==> src/rtl/load_use_scoreboard.sv <==
`default_nettype none
// ============================================================================
//  Module   : load_use_scoreboard
//  Purpose  : Detects load-use hazards between the ID-stage instruction and
//             loads still in flight. Each architectural register r != 0 owns
//             a 3-bit down-counter holding the number of cycles its pending
//             load result stays unavailable. When the ID instruction reads a
//             pending register, the PC and IF/ID register are held and a
//             bubble (all-zero control bundle) is sent into ID/EX.
//
//  Ports    : clk, arst_n        clock, asynchronous active-low reset
//             id_valid_i         ID stage holds a valid instruction
//             id_rs1_i/id_rs2_i  source registers of the ID instruction
//             id_uses_rs2_i      ID instruction reads rs2
//             id_rd_i            destination register of the ID instruction
//             id_is_load_i       ID instruction is a load
//             ctrl_i / ctrl_o    control bundle in / into ID/EX (0 = bubble)
//             flush_i            squash the ID instruction (outranks hazard)
//             stall_pc_o         hold the PC
//             stall_if_id_o      hold the IF/ID register
//             busy_o             at least one load outstanding
//             stall_cnt_clr_i    (optional) synchronous clear of stall count
//             stall_cnt_o        (optional) saturating 16-bit stall count
//
//  Options  : define LOAD_USE_SCOREBOARD_STALL_CNT_EN to add the stall
//             counter and its two ports.
//
//  Revision : 1.0  initial release
// ============================================================================
module load_use_scoreboard #(
   parameter int REG_ADDR_W   = 5,
   parameter int LOAD_LATENCY = 1,
   parameter int CTRL_W       = 10
) (
   input  logic                  clk,
   input  logic                  arst_n,
   input  logic                  id_valid_i,
   input  logic [REG_ADDR_W-1:0] id_rs1_i,
   input  logic [REG_ADDR_W-1:0] id_rs2_i,
   input  logic                  id_uses_rs2_i,
   input  logic [REG_ADDR_W-1:0] id_rd_i,
   input  logic                  id_is_load_i,
   input  logic [CTRL_W-1:0]     ctrl_i,
   input  logic                  flush_i,
   output logic [CTRL_W-1:0]     ctrl_o,
   output logic                  stall_pc_o,
   output logic                  stall_if_id_o,
`ifdef LOAD_USE_SCOREBOARD_STALL_CNT_EN
   input  logic                  stall_cnt_clr_i,
   output logic [15:0]           stall_cnt_o,
`endif
   output logic                  busy_o
);

   localparam int          c_num_regs = 2**REG_ADDR_W;
   localparam logic [2:0]  c_load_lat = 3'(LOAD_LATENCY);

   // One "still pending" flag per register; bit 0 is the zero register and
   // can never be pending.
   logic [c_num_regs-1:0] w_pend_nz;
   logic                  w_rs1_hit;
   logic                  w_rs2_hit;
   logic                  w_hazard;
   logic                  w_issue;

   assign w_pend_nz[0] = 1'b0;

   assign w_rs1_hit = (id_rs1_i != '0) && w_pend_nz[id_rs1_i];
   assign w_rs2_hit = id_uses_rs2_i && (id_rs2_i != '0) && w_pend_nz[id_rs2_i];
   assign w_hazard  = id_valid_i && (w_rs1_hit || w_rs2_hit);

   // A load only enters the scoreboard if it actually proceeds into EX.
   assign w_issue   = id_valid_i && id_is_load_i && !w_hazard && !flush_i &&
                      (id_rd_i != '0);

   // Per-register latency counters. A new issue reloads the counter even if
   // it is still running, so a back-to-back load to the same rd restarts
   // the full latency window.
   generate
      for (genvar r = 1; r < c_num_regs; r++) begin : g_pend
         logic [2:0] r_cnt;

         always_ff @(posedge clk or negedge arst_n) begin
            if (!arst_n) begin
               r_cnt <= 3'd0;
            end else if (w_issue && (id_rd_i == REG_ADDR_W'(r))) begin
               r_cnt <= c_load_lat;
            end else if (r_cnt != 3'd0) begin
               r_cnt <= r_cnt - 3'd1;
            end
         end

         assign w_pend_nz[r] = (r_cnt != 3'd0);
      end
   endgenerate

   // Derived from counter state only; no input reaches busy_o.
   assign busy_o = |w_pend_nz;

   always_comb begin
      ctrl_o        = ctrl_i;
      stall_pc_o    = 1'b0;
      stall_if_id_o = 1'b0;
      if (flush_i) begin
         // The squashed instruction must not hold the front end: the
         // redirect has to be fetched.
         ctrl_o = '0;
      end else if (w_hazard) begin
         ctrl_o        = '0;
         stall_pc_o    = 1'b1;
         stall_if_id_o = 1'b1;
      end
   end

`ifdef LOAD_USE_SCOREBOARD_STALL_CNT_EN
   logic [15:0] r_stall_cnt;

   always_ff @(posedge clk or negedge arst_n) begin
      if (!arst_n) begin
         r_stall_cnt <= 16'd0;
      end else if (stall_cnt_clr_i) begin
         r_stall_cnt <= 16'd0;
      end else if (stall_pc_o && (r_stall_cnt != 16'hFFFF)) begin
         r_stall_cnt <= r_stall_cnt + 16'd1;
      end
   end

   assign stall_cnt_o = r_stall_cnt;
`endif

endmodule
`default_nettype wire
==> config.mk <==
export PLATFORM = sky130hd
export DESIGN_NAME = load_use_scoreboard
export DESIGN_NICKNAME = d
export VERILOG_FILES = /design/src/rtl/load_use_scoreboard.sv
export SDC_FILE = /design/constraint.sdc
export NUM_CORES = 1
export LEC_CHECK = 0
export BUFFER_PORTS_ARGS = -buffer_cell sky130_fd_sc_hd__buf_2
export CAP_MARGIN = 20
export CORE_ASPECT_RATIO = 1.75
export CORE_MARGIN = 5
export CORE_UTILIZATION = 40
export CTS_BUF_LIST = sky130_fd_sc_hd__clkbuf_8 sky130_fd_sc_hd__clkbuf_16
export DETAILED_ROUTE_END_ITERATION = 8
export MAX_ROUTING_LAYER = met4
export SLEW_MARGIN = 20
export SYNTH_ARGS = -nofsm -noshare
export SYNTH_HDL_FRONTEND = slang
export SYNTH_SLANG_ARGS = --single-unit
==> constraint.sdc <==
create_clock -name clk -period 6.55 [get_ports clk]
set_input_delay 0.9825 -clock clk [delete_from_list [all_inputs] [get_ports clk]]
set_output_delay 0.9825 -clock clk [all_outputs]
set_load 0.005 [all_outputs]
==> results by group <==
Finish
  • Multi-input logic area: roughly 3500 sq um
  • FF+latch area: around 2300 sq um
  • Most common cell after layout, fill and taps aside: a21oi_1
  • Layout cell share with drive strength beyond 1: 0.148
  • Final core occ: 0.448
  • Largest Register: g_pend.r_cnt
  • Nets: roughly 760
  • Area added between synthesis and finish: 10.8%
  • Fill count: around 1500
  • Number of flip-flops in the largest register: 93
  • Commonest cells after routing, fill and taps aside: a21oi_1, dfrtp_1, nor2_1
  • Final Instance Area: between 6000 and 7000 sq um
  • Largest registers: g_pend.r_cnt x93

Synth
  • Cell area after synthesis: around 6200 sq um
  • Async SR Flop Fraction: 1.00
  • Synth Instances: 627
  • Post-Syn Nets: between 700 and 800
  • Post-synth EDFFs: 0
  • Proportion of synthesized chip area in sequential cells: 0.376
  • Library cells used by synthesis: 50
  • Yosys Warn Count: 0
  • Mean post-synth cell area: about 10 sq um
  • Synthesized flop and latch total: 93
  • Synth Flop Type: dfrtp_1

Power
  • Leak: a little over 3 nW
  • Max VDD drop: 0.140 mV
  • PD cells: between 400 and 500 nW/um^2
  • P_int: ~2.0 mW
  • Comb power frac: 0.527
  • Sw Pwr: roughly 1.4 mW
  • Sequential power share: 0.312
  • Sw Ratio: 0.409
  • Clock share of power: 0.161

Critical path
  • CP startpoint: g_pend[24].r_cnt[0]
  • Register-to-register setup slack: 3280 ps
  • R2r endpoint: g_pend[27].r_cnt[0]
  • CP Capture Type: output port
  • R2r startpoint: g_pend[6].r_cnt[0]
  • CP arrival: ~3100 ps
  • Max FO, Critical Path: 10
  • Worst R2R Path Depth: 8
  • Critical path launch point type: flop
  • Setup Crit Path Kind: flop to output port
  • Critical Path RT: 5570 ps

Clock network
  • Post_cts resized: 0
  • Clock sink count: between 90 and 100
  • Root Buffer: clkbuf_16
  • CTS tree: done
  • Worst skew pair latency: roughly 360 ps
  • Post-CTS Setup Bufs: 0
  • Clock transition at the registers of the reported paths: 70 ps
  • Hold Buf Count CTS: 0
  • H-tree levels: 3
  • Num CTS Buffers: 9
  • Clock buffer depth: 2

Global routing
  • Global Route met3 Usage: 0.0320
  • Busiest grt layer: met2
  • M2 GR Usage: 0.317
  • Grt met1 use: 0.170
  • Initial antenna violation count: 2
  • GR Overflow Total: 0
  • Vias in the first global route: approximately 4900
  • All-layer global routing usage: 0.176
  • First-pass GRT wire length: around 24000 um
  • Pin count of the biggest net entering global routing: 64

Placement
  • Area after DPL: roughly 6500 sq um
  • RD Place Congestion: 0.901
  • Pre-CTS WS: about 2600 ps
  • Port Buffers: 43
  • Final HPWL DP: around 12000 um

Detailed routing
  • Final ANT Viol Nets: 0
  • DR pass1 iterations: 4
  • Iteration-0 DRC Markers: around 190
  • Drt wl/cell: 17.7 um
  • WL final: between 15000 and 20000 um
  • DRC Markers: 0
  • DR vias/cell: approximately 5.4
  • Total number of vias: approximately 4700

Timing
  • PnR worst setup slack: about 2400 ps
  • Max Freq: ~240 MHz
  • Worst Max-Slew Pin Slew: between 1000 and 1500 ps
  • Setup TNS: 0 ps
  • Clk_skew: around 11 ps
  • Setup Viol. Count Final: 0
  • Final Hold Viols: 0
  • Max-slew violation count: 0
  • RSZ-0062 raised after global routing: no
  • Hold slack: 547 ps
  • Crit path time final: a little over 4000 ps
  • Ratio of final minimum period to clock period: 0.626
  • Slew HR: 0.290

Floorplan
  • Die H: approximately 170 um
  • Placeable core area: ~15000 sq um
  • Die ar.: around 18000 sq um
  • Die width: 104 um
  • Initial Utilization: 0.404
  • Boundary Pins: 44
  • Row cnt: 60

Run
  • Max cap viols: 0

Worst hold path
  • Hold Path Cell Cnt: 2
  • Hold Crit Start: g_pend[3].r_cnt[1]
  • Hold Path End: g_pend[3].r_cnt[1]
  • HP Class: flop to flop

Outcome
  • Status: completed
[power by group through the flow]
stage	Clock (mW)	Sequential, mW	Combinational [mW]
detailed placement	0	1.06	1.79
floorplan	0	1.02	1.43
CTS	0.555	1.05	1.80
global placement	0	1.04	1.66
finish	0.543	1.05	1.78
global route	0.573	1.09	2.04
[cell type report]
class,count,area share
clock buffer,9,0.0328
timing repair buffer,45,0.0339
multi-input combinational,453,0.511
clock inverter,7,0.0117
antenna,2,0.000730
sequential,93,0.339
tap,186,0.0339
inverter,67,0.0367
[through the flow]
| stage | total power, mW | cells |
|---|---|---|
| floorplan | 2.45 | 627 |
| global placement | 2.70 | 844 |
| detailed placement | 2.85 | 844 |
| CTS | 3.41 | 860 |
| global route | 3.70 | 862 |
| finish | 3.37 | 862 |
[worst max path at each step]
stage / end / slack, ps / depth (start not counted)
final: ctrl_o[6] / 2450 / 9
after global routing: ctrl_o[7] / 2180 / 9
after CTS: ctrl_o[6] / 2440 / 9
after detailed placement: ctrl_o[6] / 2600 / 7
after global placement: ctrl_o[9] / 2720 / 7
after floorplan: stall_pc_o / 3010 / 7
[synthesized netlist by cell type (2+ instances only)]
library cell / count / area (sq um)
a2111oi_1: 4 / 40.0
a21boi_0: 10 / 75.1
a21oi_1: 95 / 475
and2b_1: 3 / 22.5
buf_4: 3 / 22.5
buf_6: 5 / 56.3
clkbuf_1: 4 / 15.0
dfrtp_1: 93 / 2330
ha_1: 62 / 776
inv_1: 67 / 251
mux2i_1: 34 / 340
mux4_1: 3 / 78.8
mux4_2: 11 / 248
nand2_1: 16 / 60.1
nand2b_1: 4 / 25.0
nand3_1: 3 / 15.0
nand4_1: 8 / 50.1
nor2_1: 73 / 274
nor2b_1: 17 / 106
nor2b_2: 10 / 87.6
nor2b_4: 3 / 41.3
nor3_1: 4 / 20.0
nor3b_1: 2 / 15.0
nor4_1: 2 / 12.5
o2111a_2: 3 / 37.5
o2111ai_2: 4 / 60.1
o21ai_0: 10 / 50.1
o21ai_1: 22 / 110
xnor2_1: 31 / 272
[cells by family after synthesis]
logic type	after synthesis	synth area share
and+or+nand+nor	151	0.126
DFF	93	0.376
adders and majority gates	62	0.125
xor gates and xnor gates	31	0.0439
buffers and inverters	81	0.0578
AOI/OAI and AO/OA	160	0.162
muxes	49	0.110
[worst max-delay path, stage by stage, from the launching register on]
cell       delay (ps)
dfrtp_1           360
inv_1             110
ha_1              180
nor2b_1           500
mux4_2            340
mux2_2            160
a2bb2oi_2         400
o2111ai_2         320
a21boi_0          260
buf_2             150
[per-layer routing]
metal | part of all wire | vias to the layer above
met2 | 0.55 | 85
met4 | 0.059 | 0
li1 | - | 2262
met5 | 0 | -
met3 | 0.034 | 43
met1 | 0.35 | 2269
(Power assumes the default switching activity.)
